### src/rtl/muxn_rr_reg.sv
// N-way WIDTH-bit multiplexer with fixed-select or round-robin grant, a one-entry
// registered output stage and valid/ready handshakes on every channel.
module muxn_rr_reg #(
  parameter  int WIDTH = 4,
  parameter  int N     = 4,
  localparam int SELW  = $clog2(N)
) (
  input  logic                 clk,
  input  logic                 reset_n,
  input  logic                 mode,
  input  logic [SELW-1:0]      sel,
  input  logic [N*WIDTH-1:0]   d,
  input  logic [N-1:0]         d_valid,
  output logic [N-1:0]         d_ready,
  output logic [WIDTH-1:0]     y,
  output logic [SELW-1:0]      y_ch,
  output logic                 y_valid,
  input  logic                 y_ready
);

  logic [WIDTH-1:0] y_q, y_d;
  logic [SELW-1:0]  y_ch_q, y_ch_d;
  logic             y_valid_q, y_valid_d;
  logic [SELW-1:0]  ptr_q, ptr_d;

  logic             load_en_s;
  logic             gnt_found_s;
  logic [SELW-1:0]  gnt_s;
  logic             xfer_s;
  logic [SELW-1:0]  ptr_next_s;

  // Grant selection: fixed channel from sel, or first valid channel at/after ptr.
  always_comb begin
    int  idx;
    logic hit;
    gnt_found_s = 1'b0;
    gnt_s       = '0;
    idx         = 0;
    hit         = 1'b0;
    if (mode) begin
      for (int k = 0; k < N; k++) begin
        idx         = (int'(ptr_q) + k) % N;
        hit         = !gnt_found_s && d_valid[idx];
        gnt_s       = hit ? SELW'(idx) : gnt_s;
        gnt_found_s = gnt_found_s | hit;
      end
    end else begin
      // A sel value >= N simply matches no channel, so it never grants.
      for (int i = 0; i < N; i++) begin
        hit         = (sel == SELW'(i)) && d_valid[i];
        gnt_s       = hit ? SELW'(i) : gnt_s;
        gnt_found_s = gnt_found_s | hit;
      end
    end
  end

  assign load_en_s  = !y_valid_q | y_ready;
  assign xfer_s     = reset_n & load_en_s & gnt_found_s;
  assign ptr_next_s = (int'(gnt_s) == N - 1) ? '0 : gnt_s + SELW'(1);

  // Per-channel ready: only the granted channel, only when the output can load.
  always_comb begin
    d_ready = '0;
    for (int i = 0; i < N; i++) begin
      d_ready[i] = xfer_s & (gnt_s == SELW'(i));
    end
  end

  // Next state of the output register and round-robin pointer.
  always_comb begin
    y_d       = y_q;
    y_ch_d    = y_ch_q;
    y_valid_d = y_valid_q;
    ptr_d     = ptr_q;
    if (xfer_s) begin
      y_d       = d[int'(gnt_s)*WIDTH +: WIDTH];
      y_ch_d    = gnt_s;
      y_valid_d = 1'b1;
      ptr_d     = mode ? ptr_next_s : ptr_q;
    end else if (y_valid_q && y_ready) begin
      y_valid_d = 1'b0;
    end else begin
      y_valid_d = y_valid_q;
    end
  end

  // State registers with synchronous active-low reset.
  always_ff @(posedge clk) begin
    if (!reset_n) begin
      y_q       <= '0;
      y_ch_q    <= '0;
      y_valid_q <= 1'b0;
      ptr_q     <= '0;
    end else begin
      y_q       <= y_d;
      y_ch_q    <= y_ch_d;
      y_valid_q <= y_valid_d;
      ptr_q     <= ptr_d;
    end
  end

  assign y       = y_q;
  assign y_ch    = y_ch_q;
  assign y_valid = y_valid_q;

endmodule

### config.mk
export PLATFORM = sky130hd
export DESIGN_NAME = muxn_rr_reg
export DESIGN_NICKNAME = d
export VERILOG_FILES = /design/src/rtl/muxn_rr_reg.sv
export SDC_FILE = /design/constraint.sdc
export NUM_CORES = 1
export LEC_CHECK = 0
export CORE_MARGIN = 5
export CORE_UTILIZATION = 35
export DETAILED_ROUTE_END_ITERATION = 10
export DONT_BUFFER_PORTS = 1
export GPL_ROUTABILITY_DRIVEN = 0
export GPL_TIMING_DRIVEN = 1
export PLACE_DENSITY = 0.52
export SETUP_SLACK_MARGIN = 0.5
export SYNTH_ARGS = -nofsm -noshare
export SYNTH_HDL_FRONTEND = slang
export SYNTH_SLANG_ARGS = --single-unit
### constraint.sdc
create_clock -name clk -period 3.8 [get_ports clk]
set_input_delay 0.76 -clock clk [delete_from_list [all_inputs] [get_ports clk]]
set_output_delay 0.76 -clock clk [all_outputs]
set_load 0.01 [all_outputs]
== Word level (Yosys, flattened, before mapping) ==
Index checks and enable logic that the tools add are counted.

* Output and inout bits: 11
* Input bits: 26
* Bits in registers: 9

* Bitwise logic cells: 16
* Add/sub/neg operators: 4
* Magnitude comparators: 4
* Shift-type cells: 1
* Eq/ne operators: 7
* Mux-type cells: 23
* Reductions and logical operators: 19

{| class="wikitable"
|+ Operator list
! cell !! count
|-
| $mux W2 || 8
|-
| $shiftx A16 B5 Y4 || 1
|-
| $lt A3 B4 Y1 const B || 3
|-
| $mux W1 || 11
|-
| $bmux W1 S2 || 4
|-
| $eq A2 B2 Y1 const B || 4
|-
| $logic_and A1 B1 Y1 || 8
|-
| $or A1 B1 Y1 || 7
|-
| $and A1 B1 Y1 || 6
|-
| $eq A2 B1 Y1 const B || 3
|-
| $reduce_or A2 Y1 || 3
|-
| $add A2 B1 Y2 const B || 2
|-
| $add A2 B2 Y2 const B || 2
|-
| $logic_not A1 Y1 || 4
|-
| $logic_not A2 Y1 || 2
|-
| $and A1 B1 Y1 const A || 3
|-
| $lt A2 B3 Y1 const B || 1
|-
| $reduce_and A2 Y1 || 1
|-
| $reduce_bool A2 Y1 || 1
|}

== Depth between registers and ports, before layout ==
Gate-level depths: netlist of run 1.

* Depth after elaboration: 17
* Depth in mapped cells: 8

== Worst setup path before layout of run 1 ==
Ideal clock, no wire load.

* Kind: input to output
* Start: input port mode
* End: output port d_ready[0]
* Arrival time: 1.981 ns
* Setup slack: 1.059 ns
* Stages on the path: 7
* Required time: 3.040 ns
* Path buffers: 2
* Cells stage by stage: buf_2 -> or2_2 -> o221ai_2 -> and2_1 -> buf_2 -> nand2_1 -> nor2_1

* Word-level cells in the longest chain between the ends: 3

{| class="wikitable"
|+ RTL lines
! item !! RTL line !! RTL
|-
| from (decl) || 10 || <nowiki>input logic mode,</nowiki>
|-
| $mux W1 or $mux W2 (tied branches) || 40 || <nowiki>if (mode) begin</nowiki>
|-
| $and A1 B1 Y1 or $logic_not A2 Y1 (tied branches) || 58, 65 ||
|-
| $and A1 B1 Y1 (*) || 65 || <nowiki>d_ready[i] = xfer_s & (gnt_s == SELW'(i));</nowiki>
|-
| to (decl) || 14 || <nowiki>output logic [N-1:0] d_ready,</nowiki>
|}

Every way passes the cells marked *; elsewhere a longest branch is shown, timed or not.

== Worst setup path in the final report of run 1 ==
* Start: input port mode
* End: output port d_ready[1]

* Word-level cells in the longest chain between the ends: 3

{| class="wikitable"
|+ RTL lines
! item !! RTL line
|-
| $mux W2 or $mux W1 (tied branches) || 40
|-
| $eq A2 B1 Y1 or $and A1 B1 Y1 (tied branches) || 65, 58
|-
| $and A1 B1 Y1 (*) || 65
|}

Marks and branches as above.

==> run_summary.xml, run 1 <==
<?xml version="1.0" encoding="UTF-8"?>
<metrics>
  <group name="status">
    <metric name="result_of_the_run" unit="">completed</metric>
  </group>
  <group name="logic_synthesis">
    <metric name="synthMuxAreaShare" unit="%">6.76</metric>
    <metric name="arithmetic_cell_share_of_the_synthesized_area_counting_full_adders_half_adders_and_majority_gates" unit="%">0</metric>
    <metric name="avg_synthesized_cell_area" unit="um2">7.61</metric>
    <metric name="synthDominantCellAreaShare" unit="%">22.1</metric>
    <metric name="synth.area.top_cells" unit="">sky130_fd_sc_hd__dfxtp_1 (22%), sky130_fd_sc_hd__a21oi_1 (6.1%), sky130_fd_sc_hd__nor3_1 (4.9%)</metric>
    <metric name="synthSimpleGateAreaFrac" unit="%">26.7</metric>
    <metric name="mappedNetlistNets" unit="">133</metric>
    <metric name="synthesis.instances" unit="">107</metric>
    <metric name="number_of_enable_flip_flop_cells_after_synthesis" unit="">0</metric>
    <metric name="yosys_warnings" unit="">0</metric>
    <metric name="synth-seq-cells" unit="">9</metric>
    <metric name="synth-xor-area-share" unit="%">1.08</metric>
    <metric name="synth_area_leader_cell" unit="">sky130_fd_sc_hd__dfxtp_1</metric>
    <metric name="ys.flop_type" unit="">sky130_fd_sc_hd__dfxtp_1</metric>
    <metric name="synth-async-reset-ratio" unit="%">0</metric>
    <metric name="synth_compound_area_share" unit="%">36.3</metric>
    <metric name="netlist-cell-type-count" unit="">40</metric>
    <metric name="combinational_family_with_the_most_area_after_synthesis" unit="">compound AO/OA/AOI/OAI gates</metric>
    <metric name="synth_area" unit="um2">815</metric>
    <metric name="seq_area_frac_synth" unit="%">22.1</metric>
  </group>
  <group name="clock_network">
    <metric name="cts_tree" unit="">built</metric>
    <metric name="cts.htree.levels" unit="">1</metric>
    <metric name="ctsLongestPathBuffers" unit="">2</metric>
    <metric name="cts.sink_count" unit="">9</metric>
    <metric name="clock_pin_slew_on_the_worst_setup_and_hold_paths" unit="ns">0.07</metric>
    <metric name="clock_insertion_delay_worst_skew" unit="ns">0.26</metric>
    <metric name="ctsRootBufferMaster" unit="">sky130_fd_sc_hd__clkbuf_4</metric>
    <metric name="ctsHoldBuffers" unit="">0</metric>
    <metric name="post_cts_resize_count" unit="">0</metric>
    <metric name="numCtsBuffers" unit="">3</metric>
    <metric name="cts.repair_timing.setup_buffer_count" unit="">0</metric>
  </group>
  <group name="sta">
    <metric name="timing.clock.skew" unit="ns">0.00865</metric>
    <metric name="post_route_clock_period_utilization" unit="%">74.2</metric>
    <metric name="unrepaired_setup_endpoints_after_global_routing" unit="">false</metric>
    <metric name="min_period" unit="ns">2.82</metric>
    <metric name="finalSetupViolCount" unit="">0</metric>
    <metric name="timing_max_transition_violations_final" unit="">0</metric>
    <metric name="fmax" unit="GHz">0.354</metric>
    <metric name="worst-slew-pin-transition" unit="ns">0.491</metric>
    <metric name="max-slew-margin-rel" unit="%">66.6</metric>
    <metric name="finalHoldViolations" unit="">0</metric>
    <metric name="setup-tns-final" unit="ns">0</metric>
  </group>
  <group name="route">
    <metric name="ant_nets" unit="">0</metric>
    <metric name="vias_per_cell" unit="">5.98</metric>
    <metric name="met2_wirelength" unit="um">934</metric>
    <metric name="drcViolationCount" unit="">0</metric>
    <metric name="post_route_m1_wl" unit="um">1010</metric>
    <metric name="drt_iter0_drc" unit="">18</metric>
    <metric name="drt-pass1-iter-count" unit="">4</metric>
    <metric name="vias" unit="">801</metric>
    <metric name="post_drt_wl_per_cell" unit="um">16.4</metric>
    <metric name="postRouteWirelength" unit="um">2200</metric>
    <metric name="route.met3.wl" unit="um">227</metric>
    <metric name="maxUsedRoutingLayer" unit="">met4</metric>
  </group>
  <group name="global_routing">
    <metric name="initial_antenna_violation_count" unit="">0</metric>
    <metric name="pin_count_of_the_biggest_net_entering_global_routing" unit="">15</metric>
    <metric name="first_pass_grt_wire_length" unit="um">3750</metric>
    <metric name="groute.usage.overall" unit="%">14.0</metric>
    <metric name="grt_overflow_total" unit="">0</metric>
    <metric name="first_global_vias" unit="">792</metric>
  </group>
  <group name="final_layout">
    <metric name="finish.net_count" unit="">133</metric>
    <metric name="layout.core_utilization" unit="%">38.4</metric>
    <metric name="n_fill_cell" unit="">243</metric>
    <metric name="drive_gt1_share" unit="%">14.2</metric>
    <metric name="area_growth" unit="%">4.30</metric>
    <metric name="antennaDiodeCount" unit="">0</metric>
  </group>
  <group name="pwr">
    <metric name="static_leakage" unit="nW">0.306</metric>
    <metric name="vdd_drop_max" unit="mV">0.158</metric>
    <metric name="power_density" unit="nW/um2">335</metric>
  </group>
  <group name="floorplan">
    <metric name="placement_rows" unit="">17</metric>
    <metric name="die_height" unit="um">58.2</metric>
    <metric name="fp.dieW" unit="um">58.2</metric>
    <metric name="core_area" unit="um2">2210</metric>
    <metric name="floorplan.die_area" unit="um2">3390</metric>
    <metric name="initial_utilization" unit="%">36.8</metric>
    <metric name="ioPinCount" unit="">37</metric>
  </group>
  <group name="worst_setup_path">
    <metric name="critical_path_class" unit="">in2out</metric>
    <metric name="cp_data_required_time" unit="ns">3.04</metric>
    <metric name="cp-start-kind" unit="">input pin</metric>
    <metric name="worst_r2r_endpoint" unit="">y[2]</metric>
    <metric name="critical_path_peak_fanout" unit="">10</metric>
    <metric name="ff2ff_setup_slack" unit="ns">2.03</metric>
    <metric name="worst_r2r_startpoint" unit="">ptr_q[1]</metric>
    <metric name="rr_worst_depth" unit="">5</metric>
    <metric name="critical_path_arrival" unit="ns">2.06</metric>
    <metric name="startpoint" unit="">mode</metric>
    <metric name="timing.critical_path.to_type" unit="">primary output</metric>
  </group>
  <group name="hold_path">
    <metric name="min_delay_path_depth" unit="">2</metric>
    <metric name="min_delay_worst_endpoint" unit="">ptr_q[1]</metric>
    <metric name="hold_start" unit="">ptr_q[1]</metric>
    <metric name="timing.hold.worst.class" unit="">reg2reg</metric>
  </group>
  <group name="run">
    <metric name="maxCapViolations" unit="">0</metric>
  </group>
  <group name="place">
    <metric name="place_hpwl" unit="um">1770</metric>
    <metric name="buffer_ports.inserted" unit="">0</metric>
  </group>
</metrics>
worst max path at each step:
stage / end / slack (ns) / cells after the start
after CTS: d_ready[1] / 0.98 / 5
after global placement: d_ready[1] / 0.99 / 5
after floorplan: d_ready[0] / 1.06 / 7
after detailed placement: d_ready[1] / 0.99 / 5
final: d_ready[1] / 0.98 / 5
after global routing: d_ready[1] / 0.85 / 5
metal layers:
metal	vias up	global-route usage [%]
met1	354	18.7
met4	0	7.95
met3	2	4.45
li1	414	-
met2	31	19.7
met5	-	0
logic make-up (layout without fill, tap and decap cells):
| logic type | Yosys count | after routing |
|---|---|---|
| AOI/OAI and AO/OA | 38 | 38 |
| DFF | 9 | 9 |
| muxes | 5 | 5 |
| buffers and inverters | 12 | 11 |
| and+or+nand+nor | 42 | 42 |
| xor gates and xnor gates | 1 | 1 |
sequential cells by signal, summed over array words and instances, names as in the netlist:
register,flops
ptr_q,2
y_valid,1
y_ch,2
y,4
cells in the mapped netlist, types with 2 or more instances:
library cell               number
sky130_fd_sc_hd__a21oi_1       10
sky130_fd_sc_hd__a41oi_1        4
sky130_fd_sc_hd__buf_2          4
sky130_fd_sc_hd__dfxtp_1        9
sky130_fd_sc_hd__inv_1          6
sky130_fd_sc_hd__mux2i_1        3
sky130_fd_sc_hd__nand2_1        8
sky130_fd_sc_hd__nand2b_1       3
sky130_fd_sc_hd__nand3_1        6
sky130_fd_sc_hd__nand4_1        4
sky130_fd_sc_hd__nor2_1         5
sky130_fd_sc_hd__nor2b_1        4
sky130_fd_sc_hd__nor3_1         8
sky130_fd_sc_hd__o21ai_0        4
sky130_fd_sc_hd__o21ai_1        2
sky130_fd_sc_hd__o311ai_0       2
sky130_fd_sc_hd__o311ai_1       2
per-stage QoR:
stage / setup slack, ns / area, um2 / total power [mW] / cells / hold WS (ns)
after floorplan: 1.06 / 815 / 0.201 / 107 / 0.508
after global placement: 0.994 / 822 / 0.214 / 130 / 0.536
after detailed placement: 0.993 / 822 / 0.214 / 130 / 0.550
after CTS: 0.985 / 850 / 0.289 / 134 / 0.558
after global routing: 0.847 / 850 / 0.304 / 134 / 0.585
final: 0.979 / 850 / 0.284 / 134 / 0.557
cell usage in the layout, fill, tap and decap left out, types with 3 or more instances in the layout:
cell type                   n
sky130_fd_sc_hd__a21oi_1   10
sky130_fd_sc_hd__a41oi_1    4
sky130_fd_sc_hd__clkbuf_4   3
sky130_fd_sc_hd__dfxtp_1    9
sky130_fd_sc_hd__inv_1      6
sky130_fd_sc_hd__mux2i_1    3
sky130_fd_sc_hd__nand2_1    8
sky130_fd_sc_hd__nand2b_1   3
sky130_fd_sc_hd__nand3_1    6
sky130_fd_sc_hd__nand4_1    4
sky130_fd_sc_hd__nor2_1     5
sky130_fd_sc_hd__nor2b_1    4
sky130_fd_sc_hd__nor3_1     8
sky130_fd_sc_hd__o21ai_0    4
layout make-up:
type                    instances  area [um2]  area share [%]
repair buffers                  1        7.51           0.884
inverters                       6        22.5            2.65
well taps                      28        35.0            4.12
clock inverters                 1        5.00           0.589
clock buffers                   3        22.5            2.65
multi-input cells              86         577            67.9
flip-flops and latches          9         180            21.2
where the power goes:
part | total (mW) | internal [mW] | switching, mW
registers | 0.124 | 0.108 | 0.0166
clock network | 0.0727 | 0.0388 | 0.0340
logic | 0.0874 | 0.0358 | 0.0516
total | 0.284 | 0.182 | 0.102
critical path, cell delays in order:
cell and delay [ns]:
sky130_fd_sc_hd__nand2b_1 0.27, sky130_fd_sc_hd__o221ai_2 0.35, sky130_fd_sc_hd__and2_1 0.36, sky130_fd_sc_hd__nand2_1 0.12
sky130_fd_sc_hd__nor2_1 0.21
Note: power is estimated with default switching activity, not from simulation.
==> run 2: changes to the inputs <==
Clock period 3.8 ns to 2.6 ns, I/O delays scaled along.
==> run_summary.xml, run 2 (synthesized netlist as in run 1, its figures left out) <==
<?xml version="1.0" encoding="UTF-8"?>
<metrics>
  <group name="status">
    <metric name="result_of_the_run" unit="">completed</metric>
  </group>
  <group name="route">
    <metric name="postRouteWirelength" unit="um">2470</metric>
    <metric name="drt-pass1-iter-count" unit="">6</metric>
    <metric name="vias" unit="">874</metric>
    <metric name="ant_nets" unit="">0</metric>
    <metric name="vias_per_cell" unit="">6.20</metric>
    <metric name="drt_iter0_drc" unit="">14</metric>
    <metric name="post_drt_wl_per_cell" unit="um">17.5</metric>
    <metric name="drcViolationCount" unit="">0</metric>
  </group>
  <group name="sta">
    <metric name="timing_max_transition_violations_final" unit="">0</metric>
    <metric name="finalSetupViolCount" unit="">0</metric>
    <metric name="worst-slew-pin-transition" unit="ns">0.446</metric>
    <metric name="post-route-worst-setup-slack" unit="ns">0.503</metric>
    <metric name="post_route_clock_period_utilization" unit="%">80.6</metric>
    <metric name="min_period" unit="ns">2.10</metric>
    <metric name="finalHoldViolations" unit="">0</metric>
    <metric name="fmax" unit="GHz">0.477</metric>
    <metric name="max-slew-margin-rel" unit="%">70.3</metric>
    <metric name="timing.clock.skew" unit="ns">0.00347</metric>
    <metric name="setup-tns-final" unit="ns">0</metric>
    <metric name="unrepaired_setup_endpoints_after_global_routing" unit="">true</metric>
  </group>
  <group name="final_layout">
    <metric name="drive_gt1_share" unit="%">31.0</metric>
    <metric name="multiInputGateArea" unit="um2">681</metric>
    <metric name="ff_latch_area" unit="um2">188</metric>
    <metric name="area_growth" unit="%">24.3</metric>
    <metric name="most-common-layout-cells" unit="">sky130_fd_sc_hd__a21oi_1 (10), sky130_fd_sc_hd__nor3_1 (8), sky130_fd_sc_hd__buf_4 (8)</metric>
    <metric name="n_fill_cell" unit="">242</metric>
    <metric name="layout.core_utilization" unit="%">45.8</metric>
    <metric name="antennaDiodeCount" unit="">0</metric>
    <metric name="largest_register_ffs" unit="">4</metric>
    <metric name="finish.net_count" unit="">140</metric>
    <metric name="layout_commonest_cell" unit="">sky130_fd_sc_hd__a21oi_1</metric>
  </group>
  <group name="pwr">
    <metric name="power_density" unit="nW/um2">462</metric>
    <metric name="static_leakage" unit="nW">0.373</metric>
    <metric name="power" unit="mW">0.467</metric>
    <metric name="vdd_drop_max" unit="mV">0.209</metric>
  </group>
  <group name="worst_setup_path">
    <metric name="rr_worst_depth" unit="">7</metric>
    <metric name="critical_path_class" unit="">in2out</metric>
    <metric name="cp-start-kind" unit="">input pin</metric>
    <metric name="worst_r2r_startpoint" unit="">ptr_q[1]</metric>
    <metric name="critical_path_peak_fanout" unit="">7</metric>
    <metric name="critical_path_arrival" unit="ns">1.58</metric>
    <metric name="cp_data_required_time" unit="ns">2.08</metric>
    <metric name="timing.critical_path.to_type" unit="">primary output</metric>
    <metric name="worst_r2r_endpoint" unit="">y[2]</metric>
    <metric name="startpoint" unit="">d_valid[3]</metric>
    <metric name="ff2ff_setup_slack" unit="ns">0.72</metric>
  </group>
  <group name="floorplan">
    <metric name="initial_utilization" unit="%">36.8</metric>
    <metric name="core_area" unit="um2">2210</metric>
    <metric name="placement_rows" unit="">17</metric>
    <metric name="fp.dieW" unit="um">58.2</metric>
    <metric name="floorplan.die_area" unit="um2">3390</metric>
    <metric name="die_height" unit="um">58.2</metric>
    <metric name="ioPinCount" unit="">37</metric>
  </group>
  <group name="place">
    <metric name="pre_cts_slack" unit="ns">0.447</metric>
    <metric name="place_hpwl" unit="um">1840</metric>
    <metric name="buffer_ports.inserted" unit="">0</metric>
  </group>
  <group name="global_routing">
    <metric name="grt_overflow_total" unit="">0</metric>
    <metric name="initial_antenna_violation_count" unit="">0</metric>
    <metric name="first_global_vias" unit="">872</metric>
    <metric name="first_pass_grt_wire_length" unit="um">3970</metric>
    <metric name="groute.usage.overall" unit="%">15.0</metric>
    <metric name="pin_count_of_the_biggest_net_entering_global_routing" unit="">15</metric>
  </group>
  <group name="hold_path">
    <metric name="hold_start" unit="">reset_n</metric>
    <metric name="timing.hold.worst.class" unit="">in2reg</metric>
    <metric name="min_delay_path_depth" unit="">1</metric>
    <metric name="min_delay_worst_endpoint" unit="">y_ch[0]</metric>
  </group>
  <group name="run">
    <metric name="maxCapViolations" unit="">0</metric>
  </group>
  <group name="clock_network">
    <metric name="ctsHoldBuffers" unit="">0</metric>
    <metric name="clock_pin_slew_on_the_worst_setup_and_hold_paths" unit="ns">0.06</metric>
    <metric name="cts.sink_count" unit="">9</metric>
    <metric name="clock_insertion_delay_worst_skew" unit="ns">0.26</metric>
    <metric name="cts.htree.levels" unit="">1</metric>
    <metric name="cts_tree" unit="">built</metric>
    <metric name="numCtsBuffers" unit="">3</metric>
    <metric name="ctsLongestPathBuffers" unit="">2</metric>
    <metric name="ctsRootBufferMaster" unit="">sky130_fd_sc_hd__clkbuf_4</metric>
  </group>
</metrics>
run 2: layer usage:
layer	part of all wire, %	wire length (um)	GRT usage, %	vias up
met5	0	0	0	-
met4	1.5	38	8.28	0
met3	9.7	241	5.79	4
met2	45	1110	22.6	34
met1	44	1080	18.3	402
li1	-	-	-	434
run 2: how the worst max path moves through the flow:
stage	end	slack (ns)	cells after the start
final	d_ready[2]	0.50	3
after global routing	d_ready[0]	0.46	5
after CTS	d_ready[2]	0.49	3
after detailed placement	d_ready[0]	0.45	5
after global placement	d_ready[0]	0.45	5
after floorplan	d_ready[2]	0.50	5
run 2: what timing repair did:
| item | CTS | global route |
|---|---|---|
| pin swaps | 4 | 2 |
| gates cloned | 0 | 0 |
| gates resized for setup | 8 | 5 |
| setup buffers | 3 | 3 |
| setup endpoints to repair | 4 | 4 |
run 2: worst max-delay path, stage by stage:
cell	delay (ns)
sky130_fd_sc_hd__or4_4	0.55
sky130_fd_sc_hd__a31o_2	0.33
sky130_fd_sc_hd__nor2_2	0.18
run 2: where the power goes:
part	internal, mW	switching, mW	leakage [nW]
Sequential	0.158	0.0249	0.0758
Combinational	0.0798	0.0943	0.283
Clock	0.0592	0.0512	0.0150
Total	0.297	0.170	0.373
run 2: metrics by stage:
| step | hold slack, ns | instance area [um2] | cells |
|---|---|---|---|
| after floorplan | 0.508 | 895 | 107 |
| after global placement | 0.539 | 891 | 131 |
| after detailed placement | 0.552 | 891 | 131 |
| after CTS | 0.380 | 971 | 138 |
| after global routing | 0.388 | 1010 | 141 |
| final | 0.388 | 1010 | 141 |
run 2: cell type report:
class / instances / share of cell area, %
timing repair buffer: 8 / 5.93
tap: 28 / 3.46
multi-input combinational: 86 / 67.2
inverter: 6 / 2.22
sequential: 9 / 18.5
clock buffer: 4 / 2.60
==> run 3: changes to the inputs <==
Settings changed: PLACE_DENSITY 0.52 to 0.54.
Clock period 2.6 ns to 1.85 ns, I/O delays scaled along.
==> run_summary.xml, run 3 (synthesized netlist as in run 1, its figures left out) <==
<?xml version="1.0" encoding="UTF-8"?>
<metrics>
  <group name="status">
    <metric name="result_of_the_run" unit="">finished, violations left</metric>
    <metric name="failed_checks" unit="">negative setup slack</metric>
  </group>
  <group name="route">
    <metric name="ant_nets" unit="">0</metric>
    <metric name="postRouteWirelength" unit="um">2560</metric>
    <metric name="vias_per_cell" unit="">6.01</metric>
    <metric name="drt_iter0_drc" unit="">32</metric>
    <metric name="drt-pass1-iter-count" unit="">4</metric>
    <metric name="vias" unit="">890</metric>
    <metric name="post_drt_wl_per_cell" unit="um">17.3</metric>
    <metric name="drcViolationCount" unit="">0</metric>
  </group>
  <group name="global_routing">
    <metric name="pin_count_of_the_biggest_net_entering_global_routing" unit="">15</metric>
    <metric name="groute.usage.overall" unit="%">16.6</metric>
    <metric name="grt_overflow_total" unit="">0</metric>
    <metric name="first_global_vias" unit="">935</metric>
    <metric name="first_pass_grt_wire_length" unit="um">4390</metric>
    <metric name="initial_antenna_violation_count" unit="">0</metric>
  </group>
  <group name="clock_network">
    <metric name="ctsLongestPathBuffers" unit="">2</metric>
    <metric name="clock_pin_slew_on_the_worst_setup_and_hold_paths" unit="ns">0.06</metric>
    <metric name="cts_tree" unit="">built</metric>
    <metric name="cts.htree.levels" unit="">1</metric>
    <metric name="ctsHoldBuffers" unit="">0</metric>
    <metric name="ctsRootBufferMaster" unit="">sky130_fd_sc_hd__clkbuf_4</metric>
    <metric name="numCtsBuffers" unit="">3</metric>
    <metric name="clock_insertion_delay_worst_skew" unit="ns">0.26</metric>
    <metric name="cts.sink_count" unit="">9</metric>
  </group>
  <group name="place">
    <metric name="place_hpwl" unit="um">1960</metric>
    <metric name="dp.cells" unit="">134</metric>
    <metric name="buffer_ports.inserted" unit="">0</metric>
  </group>
  <group name="sta">
    <metric name="fmax" unit="GHz">0.513</metric>
    <metric name="post_route_clock_period_utilization" unit="%">105</metric>
    <metric name="worst-slew-pin-transition" unit="ns">0.479</metric>
    <metric name="max-slew-margin-rel" unit="%">67.6</metric>
    <metric name="unrepaired_setup_endpoints_after_global_routing" unit="">true</metric>
    <metric name="finalSetupViolCount" unit="">5</metric>
    <metric name="setup-tns-final" unit="ns">-0.291</metric>
    <metric name="min_period" unit="ns">1.95</metric>
    <metric name="tightest_hold_margin" unit="ns">0.238</metric>
    <metric name="timing_max_transition_violations_final" unit="">0</metric>
    <metric name="timing.clock.skew" unit="ns">0.00184</metric>
    <metric name="post-route-worst-setup-slack" unit="ns">-0.101</metric>
    <metric name="finalHoldViolations" unit="">0</metric>
  </group>
  <group name="floorplan">
    <metric name="ioPinCount" unit="">37</metric>
    <metric name="placement_rows" unit="">17</metric>
    <metric name="die_height" unit="um">58.2</metric>
    <metric name="core_area" unit="um2">2210</metric>
    <metric name="initial_utilization" unit="%">36.8</metric>
    <metric name="floorplan.die_area" unit="um2">3390</metric>
    <metric name="fp.dieW" unit="um">58.2</metric>
  </group>
  <group name="worst_setup_path">
    <metric name="critical_path_arrival" unit="ns">1.58</metric>
    <metric name="cp-start-kind" unit="">flip-flop</metric>
    <metric name="critical_path_peak_fanout" unit="">4</metric>
    <metric name="timing.critical_path.to_type" unit="">primary output</metric>
    <metric name="critical_path_class" unit="">reg2out</metric>
    <metric name="cp_data_required_time" unit="ns">1.48</metric>
  </group>
  <group name="final_layout">
    <metric name="most-common-layout-cells" unit="">sky130_fd_sc_hd__a21oi_1 (9), sky130_fd_sc_hd__buf_4 (9), sky130_fd_sc_hd__nor3_1 (8)</metric>
    <metric name="layoutNonFillerInstCount" unit="">148</metric>
    <metric name="drive_gt1_share" unit="%">46.7</metric>
    <metric name="finish.net_count" unit="">147</metric>
    <metric name="area_growth" unit="%">48.2</metric>
    <metric name="antennaDiodeCount" unit="">0</metric>
    <metric name="largest_register_ffs" unit="">4</metric>
  </group>
  <group name="pwr">
    <metric name="power_frac_clock" unit="%">20.5</metric>
    <metric name="intPower" unit="mW">0.464</metric>
    <metric name="p_sw" unit="mW">0.270</metric>
    <metric name="static_leakage" unit="nW">0.442</metric>
    <metric name="vdd_drop_max" unit="mV">0.350</metric>
    <metric name="power_density" unit="nW/um2">608</metric>
    <metric name="sequentialPowerShare" unit="%">35.0</metric>
    <metric name="power.switching_fraction" unit="%">36.8</metric>
    <metric name="power.share.combinational" unit="%">44.5</metric>
  </group>
  <group name="hold_path">
    <metric name="timing.hold.worst.class" unit="">in2reg</metric>
  </group>
  <group name="run">
    <metric name="maxCapViolations" unit="">0</metric>
  </group>
</metrics>
-- run 3: changes by cell type in the layout (fill, tap and decap cells not counted), moves of 2 or more --
cell | before | now
sky130_fd_sc_hd__o311ai_1 | 2 | 0
sky130_fd_sc_hd__a41oi_1 | 4 | 0
sky130_fd_sc_hd__o311ai_2 | 0 | 3
sky130_fd_sc_hd__a41oi_2 | 0 | 4
sky130_fd_sc_hd__buf_6 | 0 | 6
-- run 3: metrics by stage --
step / utilization [%] / power [mW] / area [um2] / worst slack (ns)
2_1_floorplan: - / 0.465 / 970 / 0.0646
3_3_place_gp: 44.5 / 0.497 / 983 / 0.0872
3_5_place_dp: 44.5 / 0.504 / 983 / 0.0706
4_1_cts: 50.6 / 0.703 / 1120 / -0.0920
5_1_grt: 54.6 / 0.784 / 1210 / -0.173
6_report: 54.6 / 0.734 / 1210 / -0.101
-- run 3: area by class of cell --
cell class	count	area, um2
clock buffers	3	22.5
repair buffers	15	135
multi-input cells	86	800
fillers	198	1000
flip-flops and latches	9	188
well taps	28	35.0
inverters	6	22.5
clock inverters	1	5.00
-- run 3: worst max-delay path, stage by stage (launching register included) --
cell and delay [ns]:
sky130_fd_sc_hd__dfxtp_4 0.38, sky130_fd_sc_hd__nand2_4 0.05, sky130_fd_sc_hd__a221o_1 0.34, sky130_fd_sc_hd__a32oi_2 0.32
sky130_fd_sc_hd__nand2_4 0.11, sky130_fd_sc_hd__nor2_4 0.11
-- run 3: per-layer routing --
| metal | GRT usage, % | share of wire [%] | vias to the layer above | routed length [um] |
|---|---|---|---|---|
| met5 | 0 | 0 | - | 0 |
| met4 | 8.28 | 0.82 | 0 | 21 |
| met3 | 2.67 | 6.8 | 2 | 175 |
| met2 | 27.7 | 49 | 29 | 1250 |
| met1 | 20.3 | 44 | 418 | 1120 |
| li1 | - | - | 441 | - |
-- run 3: what timing repair did --
item	4_1_cts	5_1_grt
setup endpoints to repair	12	12
setup buffers	8	2
pin swaps	8	12
hold endpoints to repair	0	0
resized for setup	13	13
-- run 3: path summary, 6_finish.rpt --
| kind | from | end | slack (ns) | cells past startpoint |
|---|---|---|---|---|
| hold reg to reg | ptr_q[1] | ptr_q[1] | 0.53 | 2 |
| setup / recovery | ptr_q[1] | d_ready[1] | -0.10 | 5 |
| hold / removal | reset_n | ptr_q[0] | 0.24 | 1 |
| setup reg to reg | ptr_q[1] | y[2] | -0.02 | 7 |
-- run 3: power by group through the flow --
stage / clock network, mW / registers, mW / logic (mW)
4_1_cts: 0.154 / 0.257 / 0.292
2_1_floorplan: 0 / 0.254 / 0.211
6_report: 0.150 / 0.257 / 0.327
5_1_grt: 0.169 / 0.261 / 0.354
3_3_place_gp: 0 / 0.259 / 0.238
3_5_place_dp: 0 / 0.262 / 0.243
